<file path="config.mk">
export PLATFORM = sky130hd
export DESIGN_NAME = control_unit_flat
export DESIGN_NICKNAME = d
export VERILOG_FILES = /design/src/rtl/cpu_ctrl_pkg.sv /design/src/rtl/control_unit_if.sv /design/src/rtl/control_unit_decode.sv /design/src/rtl/control_unit.sv /design/src/flat_wrapper.sv
export SDC_FILE = /design/constraint.sdc
export NUM_CORES = 1
export LEC_CHECK = 0
export ABC_AREA = 1
export CORE_UTILIZATION = 28
export CTS_CLUSTER_DIAMETER = 200
export CTS_CLUSTER_SIZE = 25
export DETAILED_ROUTE_END_ITERATION = 8
export GPL_TIMING_DRIVEN = 0
export MAX_ROUTING_LAYER = met4
export PLACE_DENSITY = 0.86
export RECOVER_POWER = 100
export SLEW_MARGIN = 20
export SYNTH_ARGS = -nofsm -noshare
export SYNTH_HDL_FRONTEND = slang
export SYNTH_SLANG_ARGS = --single-unit
</file>
<file path="constraint.sdc">
create_clock -name Clock -period 2.9 [get_ports Clock]
set_input_delay 0.58 -clock Clock [delete_from_list [all_inputs] [get_ports Clock]]
set_output_delay 0.58 -clock Clock [all_outputs]
set_load 0.05 [all_outputs]
</file>
<file path="src/rtl/cpu_ctrl_pkg.sv">
// cpu_ctrl_pkg: shared state encoding, opcode constants and ALU op codes for the control path
package cpu_ctrl_pkg;
  localparam int OPC_W = 5;
  localparam int ALUOP_W = 5;
  typedef enum logic [2:0] {S_RST, T0, T1, T2, T3, T4, T5, HALT} state_e;
  typedef enum logic [2:0] {C_LDI, C_IN, C_OUT, C_MFHI, C_MFLO, C_NOP, C_HALT, C_ILLEGAL} iclass_e;
  localparam logic [OPC_W-1:0] OP_LDI  = 5'b00001;
  localparam logic [OPC_W-1:0] OP_IN   = 5'b10110;
  localparam logic [OPC_W-1:0] OP_OUT  = 5'b10111;
  localparam logic [OPC_W-1:0] OP_MFHI = 5'b11000;
  localparam logic [OPC_W-1:0] OP_MFLO = 5'b11001;
  localparam logic [OPC_W-1:0] OP_NOP  = 5'b11010;
  localparam logic [OPC_W-1:0] OP_HALT = 5'b11011;
  localparam logic [ALUOP_W-1:0] ALU_ADD = 5'b00011;
endpackage

</file>
<file path="src/rtl/control_unit_if.sv">
// control_unit_if: instruction/stop inputs and datapath control strobes between sequencer and Datapath
interface control_unit_if;
  import cpu_ctrl_pkg::*;
  logic [31:0] IR;
  logic Stop;
  logic PCout, Zlowout, Zhighout, MDRout, HIout, LOout, Cout, BAout, Rout, InPortout;
  logic MARin, Zin, PCin, MDRin, IRin, Yin, LOin, HIin, Rin, CONin, Out_Portin;
  logic Gra, Grb, Grc;
  logic IncPC, Read, Write;
  logic [ALUOP_W-1:0] ALUop;
  logic Run, Illegal;
  modport master(
    input IR, Stop,
    output PCout, Zlowout, Zhighout, MDRout, HIout, LOout, Cout, BAout, Rout, InPortout,
    output MARin, Zin, PCin, MDRin, IRin, Yin, LOin, HIin, Rin, CONin, Out_Portin,
    output Gra, Grb, Grc, IncPC, Read, Write, ALUop, Run, Illegal
  );
  modport slave(
    output IR, Stop,
    input PCout, Zlowout, Zhighout, MDRout, HIout, LOout, Cout, BAout, Rout, InPortout,
    input MARin, Zin, PCin, MDRin, IRin, Yin, LOin, HIin, Rin, CONin, Out_Portin,
    input Gra, Grb, Grc, IncPC, Read, Write, ALUop, Run, Illegal
  );
endinterface

</file>
<file path="src/rtl/control_unit_decode.sv">
// ctrl_decode: maps opcode IR[31:27] to an instruction class
module ctrl_decode
  import cpu_ctrl_pkg::*;
(
  input  logic [OPC_W-1:0] opc,
  output iclass_e          iclass
);
  always_comb iclass = opc == OP_LDI  ? C_LDI  :
                       opc == OP_IN   ? C_IN   :
                       opc == OP_OUT  ? C_OUT  :
                       opc == OP_MFHI ? C_MFHI :
                       opc == OP_MFLO ? C_MFLO :
                       opc == OP_NOP  ? C_NOP  :
                       opc == OP_HALT ? C_HALT : C_ILLEGAL;
endmodule

</file>
<file path="src/rtl/control_unit.sv">
// control_unit: hardwired fetch/execute sequencer driving Datapath strobes (Clock, active-low sync Reset, bus)
module control_unit
  import cpu_ctrl_pkg::*;
(
  input logic Clock,
  input logic Reset,
  control_unit_if.master bus
);
  state_e state_q, state_d;
  iclass_e iclass;
  logic t3, unused_ir;
  assign unused_ir = ^bus.IR[26:0];
  ctrl_decode u_dec (.opc(bus.IR[31:27]), .iclass(iclass));
  always_comb begin
    state_d = state_q;
    case (state_q)
      S_RST: state_d = T0;
      T0: state_d = T1;
      T1: state_d = T2;
      T2: state_d = T3;
      T3: state_d = iclass == C_LDI ? T4 : (iclass == C_HALT || bus.Stop) ? HALT : T0;
      T4: state_d = T5;
      T5: state_d = bus.Stop ? HALT : T0;
      HALT: state_d = HALT;
    endcase
  end
  always_ff @(posedge Clock) state_q <= !Reset ? S_RST : state_d;
  assign t3 = state_q == T3;
  always_comb begin
    bus.PCout = state_q == T0;
    bus.MARin = state_q == T0;
    bus.IncPC = state_q == T0;
    bus.Zin = state_q == T0 || state_q == T4;
    bus.Zlowout = state_q == T1 || state_q == T5;
    bus.PCin = state_q == T1;
    bus.Read = state_q == T1;
    bus.MDRin = state_q == T1;
    bus.MDRout = state_q == T2;
    bus.IRin = state_q == T2;
    bus.Grb = t3 && iclass == C_LDI;
    bus.BAout = t3 && iclass == C_LDI;
    bus.Yin = t3 && iclass == C_LDI;
    bus.InPortout = t3 && iclass == C_IN;
    bus.Rout = t3 && iclass == C_OUT;
    bus.Out_Portin = t3 && iclass == C_OUT;
    bus.HIout = t3 && iclass == C_MFHI;
    bus.LOout = t3 && iclass == C_MFLO;
    bus.Gra = (t3 && iclass inside {C_IN, C_OUT, C_MFHI, C_MFLO}) || state_q == T5;
    bus.Rin = (t3 && iclass inside {C_IN, C_MFHI, C_MFLO}) || state_q == T5;
    bus.Cout = state_q == T4;
    bus.ALUop = state_q == T4 ? ALU_ADD : '0;
    bus.Illegal = t3 && iclass == C_ILLEGAL;
    bus.Run = state_q inside {T0, T1, T2, T3, T4, T5};
    bus.Zhighout = 1'b0;
    bus.Write = 1'b0;
    bus.CONin = 1'b0;
    bus.Grc = 1'b0;
    bus.LOin = 1'b0;
    bus.HIin = 1'b0;
  end
endmodule

</file>
<file path="src/flat_wrapper.sv">
// flat-port wrapper written by rule: the top's interface ports become plain ports
module control_unit_flat import cpu_ctrl_pkg::*;
  (Clock, Reset, bus_IR, bus_Stop, bus_PCout, bus_Zlowout, bus_Zhighout, bus_MDRout, bus_HIout, bus_LOout, bus_Cout, bus_BAout, bus_Rout, bus_InPortout, bus_MARin, bus_Zin, bus_PCin, bus_MDRin, bus_IRin, bus_Yin, bus_LOin, bus_HIin, bus_Rin, bus_CONin, bus_Out_Portin, bus_Gra, bus_Grb, bus_Grc, bus_IncPC, bus_Read, bus_Write, bus_ALUop, bus_Run, bus_Illegal);
  control_unit_if bus_i ();
  input logic Clock;
  input logic Reset;
  input wire logic [$bits(bus_i.IR)-1:0] bus_IR;
  input wire logic [$bits(bus_i.Stop)-1:0] bus_Stop;
  output wire logic [$bits(bus_i.PCout)-1:0] bus_PCout;
  output wire logic [$bits(bus_i.Zlowout)-1:0] bus_Zlowout;
  output wire logic [$bits(bus_i.Zhighout)-1:0] bus_Zhighout;
  output wire logic [$bits(bus_i.MDRout)-1:0] bus_MDRout;
  output wire logic [$bits(bus_i.HIout)-1:0] bus_HIout;
  output wire logic [$bits(bus_i.LOout)-1:0] bus_LOout;
  output wire logic [$bits(bus_i.Cout)-1:0] bus_Cout;
  output wire logic [$bits(bus_i.BAout)-1:0] bus_BAout;
  output wire logic [$bits(bus_i.Rout)-1:0] bus_Rout;
  output wire logic [$bits(bus_i.InPortout)-1:0] bus_InPortout;
  output wire logic [$bits(bus_i.MARin)-1:0] bus_MARin;
  output wire logic [$bits(bus_i.Zin)-1:0] bus_Zin;
  output wire logic [$bits(bus_i.PCin)-1:0] bus_PCin;
  output wire logic [$bits(bus_i.MDRin)-1:0] bus_MDRin;
  output wire logic [$bits(bus_i.IRin)-1:0] bus_IRin;
  output wire logic [$bits(bus_i.Yin)-1:0] bus_Yin;
  output wire logic [$bits(bus_i.LOin)-1:0] bus_LOin;
  output wire logic [$bits(bus_i.HIin)-1:0] bus_HIin;
  output wire logic [$bits(bus_i.Rin)-1:0] bus_Rin;
  output wire logic [$bits(bus_i.CONin)-1:0] bus_CONin;
  output wire logic [$bits(bus_i.Out_Portin)-1:0] bus_Out_Portin;
  output wire logic [$bits(bus_i.Gra)-1:0] bus_Gra;
  output wire logic [$bits(bus_i.Grb)-1:0] bus_Grb;
  output wire logic [$bits(bus_i.Grc)-1:0] bus_Grc;
  output wire logic [$bits(bus_i.IncPC)-1:0] bus_IncPC;
  output wire logic [$bits(bus_i.Read)-1:0] bus_Read;
  output wire logic [$bits(bus_i.Write)-1:0] bus_Write;
  output wire logic [$bits(bus_i.ALUop)-1:0] bus_ALUop;
  output wire logic [$bits(bus_i.Run)-1:0] bus_Run;
  output wire logic [$bits(bus_i.Illegal)-1:0] bus_Illegal;
  assign bus_i.IR = bus_IR;
  assign bus_i.Stop = bus_Stop;
  assign bus_PCout = bus_i.PCout;
  assign bus_Zlowout = bus_i.Zlowout;
  assign bus_Zhighout = bus_i.Zhighout;
  assign bus_MDRout = bus_i.MDRout;
  assign bus_HIout = bus_i.HIout;
  assign bus_LOout = bus_i.LOout;
  assign bus_Cout = bus_i.Cout;
  assign bus_BAout = bus_i.BAout;
  assign bus_Rout = bus_i.Rout;
  assign bus_InPortout = bus_i.InPortout;
  assign bus_MARin = bus_i.MARin;
  assign bus_Zin = bus_i.Zin;
  assign bus_PCin = bus_i.PCin;
  assign bus_MDRin = bus_i.MDRin;
  assign bus_IRin = bus_i.IRin;
  assign bus_Yin = bus_i.Yin;
  assign bus_LOin = bus_i.LOin;
  assign bus_HIin = bus_i.HIin;
  assign bus_Rin = bus_i.Rin;
  assign bus_CONin = bus_i.CONin;
  assign bus_Out_Portin = bus_i.Out_Portin;
  assign bus_Gra = bus_i.Gra;
  assign bus_Grb = bus_i.Grb;
  assign bus_Grc = bus_i.Grc;
  assign bus_IncPC = bus_i.IncPC;
  assign bus_Read = bus_i.Read;
  assign bus_Write = bus_i.Write;
  assign bus_ALUop = bus_i.ALUop;
  assign bus_Run = bus_i.Run;
  assign bus_Illegal = bus_i.Illegal;
  control_unit u_core (.Clock(Clock), .Reset(Reset), .bus(bus_i));
endmodule
</file>
# After elaboration in Yosys (flattened, before gate mapping)
# Cells that the tools add are included.
[classes] addsub=0 mul=0 muxes=12 n_lt_le_gt_ge=0 n_shift=0 reduce_logical=18 n_div=0 bitwise_logic=0 eq_ne=20
[op_table] operator="equality test 5 bit (second input constant)" count=6
[op_table] operator="one-hot mux 3 bit (8 select lines)" count=1
[op_table] operator="equality test 3 bit (second input constant)" count=7
[op_table] operator="two-way mux 3 bit" count=7
[op_table] operator="equality test 3 x 2 -> 1 bit (second input constant)" count=4
[op_table] operator="logical AND 1 bit" count=8
[op_table] operator="equality test 3 x 1 -> 1 bit (second input constant)" count=2
[op_table] operator="zero test 3 bit" count=2
[op_table] operator="two-way mux 2 bit" count=3
[op_table] operator="nonzero test 6 bit" count=1
[op_table] operator="equality test 5 x 1 -> 1 bit (second input constant)" count=1
[op_table] operator="logical OR 1 bit" count=5
[op_table] operator="nonzero test 4 bit" count=1
[op_table] operator="nonzero test 3 bit" count=1
[op_table] operator="two-way mux 1 bit" count=1
[totals] n_memories=0 register_bits=3 latchBits=0 inputBits=35 ram_bits=0 out_inout_bits=34 elab_cells=51 mem_bits_ro=0

# Longest topological paths before layout
[logic_depth] word_depth=13 mapped_depth=9 depth_no_buf=9

# By module
# Synthesis repeated with hierarchy kept, for this count alone.
[unflattened] hier_cells=110 hier_area_um2=590.6
[modules_own_cells] mod="control_unit" seq_area_each_um2=60.1 instances=1 area_per_inst_um2=476.7 cells_each=81
[modules_own_cells] mod="ctrl_decode" seq_area_each_um2=0.0 instances=1 area_per_inst_um2=113.9 cells_each=29

# Worst setup path before layout
# No wires, ideal clock.
[synth_path] kind="in2out" startpoint="in bus_IR[30]" endpoint="out bus_Rout" n_path_buf=1 cell_stages=4 required_ns=2.320 arrival_ns=2.757 slack_ns=-0.437 cell_sequence="inv_1 nand2_2 nor4_1 buf_4"
[synth_via] elab_chain_len=10 word_cells_on_any_way=16 cone_classes="eq/ne: 8; mux: 7; reduce/logical: 1"
[synth_rtl] item="start, declared" line_no="flat_wrapper.sv:7" text="input wire logic [$bits(bus_i.IR)-1:0] bus_IR;"
[synth_rtl] item="equality test 5 bit" line_no="control_unit_decode.sv:14" text="opc == OP_HALT ? C_HALT : C_ILLEGAL;"
[synth_rtl] item="two-way mux 1 bit" line_no="control_unit_decode.sv:14"
[synth_rtl] item="two-way mux 2 bit" line_no="control_unit_decode.sv:13" text="opc == OP_NOP ? C_NOP :"
[synth_rtl] item="two-way mux 2 bit" line_no="control_unit_decode.sv:12" text="opc == OP_MFLO ? C_MFLO :"
[synth_rtl] item="two-way mux 3 bit" line_no="control_unit_decode.sv:11" text="opc == OP_MFHI ? C_MFHI :"
[synth_rtl] item="two-way mux 3 bit" line_no="control_unit_decode.sv:10" text="opc == OP_OUT ? C_OUT :"
[synth_rtl] item="two-way mux 3 bit" line_no="control_unit_decode.sv:9" text="opc == OP_IN ? C_IN :"
[synth_rtl] item="two-way mux 3 bit *" line_no="control_unit_decode.sv:8" text="always_comb iclass = opc == OP_LDI ? C_LDI :"
[synth_rtl] item="equality test 3 x 2 -> 1 bit *"
[synth_rtl] item="logical AND 1 bit *"
[synth_rtl] item="end, declared" line_no="flat_wrapper.sv:17" text="output wire logic [$bits(bus_i.Rout)-1:0] bus_Rout;"
# Mark *: on every way between the ends. The rest lies on a longest branch, timed or not.

# Final worst setup path
[layout_path] startpoint="in bus_IR[28]" endpoint="out bus_Out_Portin"
[layout_via] elab_chain_len=10 word_cells_on_any_way=16 cone_classes="eq/ne: 8; mux: 7; reduce/logical: 1"
[layout_rtl] item="equality test 5 bit" line_no="control_unit_decode.sv:14"
[layout_rtl] item="two-way mux 1 bit" line_no="control_unit_decode.sv:14"
[layout_rtl] item="two-way mux 2 bit" line_no="control_unit_decode.sv:13"
[layout_rtl] item="two-way mux 2 bit" line_no="control_unit_decode.sv:12"
[layout_rtl] item="two-way mux 3 bit" line_no="control_unit_decode.sv:11"
[layout_rtl] item="two-way mux 3 bit" line_no="control_unit_decode.sv:10"
[layout_rtl] item="two-way mux 3 bit" line_no="control_unit_decode.sv:9"
[layout_rtl] item="two-way mux 3 bit *" line_no="control_unit_decode.sv:8"
[layout_rtl] item="equality test 3 x 2 -> 1 bit *" line_no="control_unit.sv:45" text="bus.Out_Portin = t3 && iclass == C_OUT;"
[layout_rtl] item="logical AND 1 bit *" line_no="control_unit.sv:45"
[layout_rtl] item="end, declared" line_no="flat_wrapper.sv:29" text="output wire logic [$bits(bus_i.Out_Portin)-1:0] bus_Out_Portin;"
# Marked as above.

==> results.txt <==
Global route total overflow: 0
Placed cell area: 944.7 µm²
Synth Warn #: 0
Die Ht: 46.59 µm
Synth unique cells: 20
Fin crit share: 97.20%
Die Footprint: 2171 µm²
Hold WC Path Type: flop to flop
Endpoints failing setup: 0
Area added between synthesis and finish: 67.42%
Cell count along the critical path: 4
Vias per cell: 4.269
Critical path buffers and inverters: 2
Slew margin rel.: 66.12%
# IOs: 69
Worst-Skew Late Latency: 0.24 ns
DP Cell Count: 163
Root buf cell: clkbuf_4
Clk slew on worst S/H paths: 0.04 ns
Drt pass-1 iters: 4
Fmax: 354.8 MHz
Detail Route Antenna Nets: 0
Number of global-route vias before repair: 570
Routability congestion estimate: 0.8522
Startpoint types: primary input
Flop-to-flop setup slack: 1.66 ns
CP top delay family: buffers and inverters
Drt wl/cell: 8.988 µm
DRT Wirelength: 1501 µm
Clock Skew: 0.0008390 ns
Final cell area excluding filler cells: 932.1 µm²
Register bit total from synthesis: 3
Setup CP Type: primary input to output pin
R2R depth: 5
Synth Area in Adders: 0%
Antenna violations before repair: 0
Cell area after synthesis: 556.8 µm²
Largest net degree at the start of global routing: 8
Main combinational cell family by area after synthesis: simple AND/OR/NAND/NOR gates
H-tree levels: 1
Num CTS Buffers: 3
Vias: 713
CTS hold repair buffers: 0
Die W: 46.59 µm
Minimum clock period: 2.819 ns
CP Cell Sequence: clkdlybuf4s50_1, nand2_1, nor4_2, dlygate4sd2_1
Clock Sinks: 3
First-pass GRT wire length: 2415 µm
R2R Path End: u_core.state_q[2]
Post-synthesis compound-gate area fraction: 6.292%
HP Start: u_core.state_q[0]
Simple-Gate Fraction of Synth Area: 49.89%
Top flop regs: u_core.state_q: 3 flops
Mapped Avg Cell Area: 5.681 µm²
Crit path from: bus_IR[28]
IO buf count: 32
Max incr delay on CP: 0.58 ns
Mux cell area share after synthesis: 0%
Longest Clk Path Bufs: 2
Placeable Area: 1802 µm²
Leak Pwr: 0.0005295 µW
Core Rows: 15
Crit path required time: 2.32 ns
Sequential area share after synthesis: 10.79%
Starting Density: 30.90%
Residual DRC count: 0
Finished Layout Cells: 167
Endpoint type of the worst setup path: output pin
Post-Synth XOR/XNOR Area: 0%
NumNets Final: 178
TritonCTS clock tree: built
CP max stage cell: clkdlybuf4s50_1
Fin. Hold Viols: 0
Max-Cap Viols: 0
Slew @ Worst Pin: 0.5066 ns
Global Route Usage Sum: 15.79%
Max Slew Vio Count: 0
Hpwl dp: 1237 µm
Peak VDD IR: 0.1334 mV
Unrepaired setup endpoints after global routing: false
Setup crit end: bus_Out_Portin
R2R Path Start: u_core.state_q[0]
Drt initial violations: 18
Reg with most FFs: u_core.state_q
Critical-path maximum fanout: 6
Share of cells above drive strength 1: 29.58%
Crit path DAT: 2.24 ns
Run status: complete, no violations
Max reg flops: 3
Diode count: 0
Post-Synthesis Cells: 98
Pwr Density: 322.0 nW/µm²
what timing repair did:
action | in CTS | in global routing
resized for setup | 18 | 12
setup buffers | 0 | 0
endpoints found under the setup margin | 11 | 8
pin swaps | 0 | 0
layout by cell type (no fill, tap or decap), types with 2 or more instances in the layout:
cell             instances
nand3_1                  6
nor3_1                   3
nand2_2                  2
conb_1                   9
clkdlybuf4s50_1          6
dfxtp_1                  3
inv_2                    2
clkbuf_4                 3
dlygate4sd2_1            2
a21oi_1                  3
dlygate4sd3_1           15
nor2_2                   3
nand2_1                 22
buf_4                   19
nor2_1                  18
clkbuf_2                 7
inv_1                    8
stage by stage:
step	utilization, %	worst slack [ns]	hold WS, ns	setup TNS [ns]	total power, µW
global placement	52.43	-0.2827	0.5247	-2.137	229.3
finish	51.74	0.08126	0.5460	0	300.1
detailed placement	52.43	-0.3147	0.5381	-2.454	232.0
CTS	53.61	0.01077	0.5453	0	307.7
global route	51.74	0.002643	0.5690	0	319.5
floorplan	-	0.2236	0.4955	0	183.5
cell usage after synthesis:
master	n	share of area [%]
nand3_2	1	1.8
a21oi_1	3	2.7
buf_4	19	26
nor2_2	4	4.5
conb_1	1	0.67
nand4_1	1	1.1
nor2_1	17	11
nor3_2	1	1.8
inv_1	8	5.4
dfxtp_1	3	11
nor4_1	1	1.1
nor3_4	1	2.9
o21ai_0	1	0.90
nand3_1	6	5.4
o22ai_1	1	1.1
nor3_1	3	2.7
nand2_1	22	15
a21oi_2	1	1.6
inv_2	2	1.3
nand2_2	2	2.2
worst reg2reg max path: cells and delay by family, from the launching register on:
family                 cells  cell delay, ns
AO/OA/AOI/OAI              1            0.11
buffers and inverters      1            0.12
flip-flops                 1            0.35
AND/OR/NAND/NOR            3            0.60
metal layers:
layer	part of all wire (%)	global-route usage (%)	vias up
met1	42	17.17	303
met5	0	-	-
met2	48	28.33	37
met4	1.7	6.471	0
met3	8.4	1.961	4
li1	-	-	369
worst min-delay path by stage:
stage,end,slack [ns],depth (start not counted)
after floorplan,u_core.state_q[0],0.50,1
after global placement,u_core.state_q[0],0.52,1
after detailed placement,u_core.state_q[0],0.54,1
after CTS,u_core.state_q[0],0.55,1
after global routing,u_core.state_q[0],0.57,1
final,u_core.state_q[0],0.55,1
area by class of cell:
type                            instances  area, µm²
Fill cell                             188      869.6
Tap cell                               25      31.28
Inverter                               10      37.54
Multi-Input combinational cell         74      350.3
Sequential cell                         3      60.06
Buffer                                 19      142.6
Timing Repair Buffer                   32      284.0
Clock buffer                            4      26.28
logic make-up after synthesis:
family | Yosys count
AO/OA/AOI/OAI | 6
buffers and inverters | 29
flip-flops | 3
other | 1
AND/OR/NAND/NOR | 59
report_power, final:
part / switching [µW] / total, µW / internal [µW] / leakage (µW)
registers: 5.19 / 50.0 / 44.8 / 0.0000248
logic: 120 / 175 / 54.8 / 0.000490
clock network: 23.2 / 74.8 / 51.7 / 0.0000150
total: 149 / 300 / 151 / 0.000530
(Power assumes the default switching activity.)
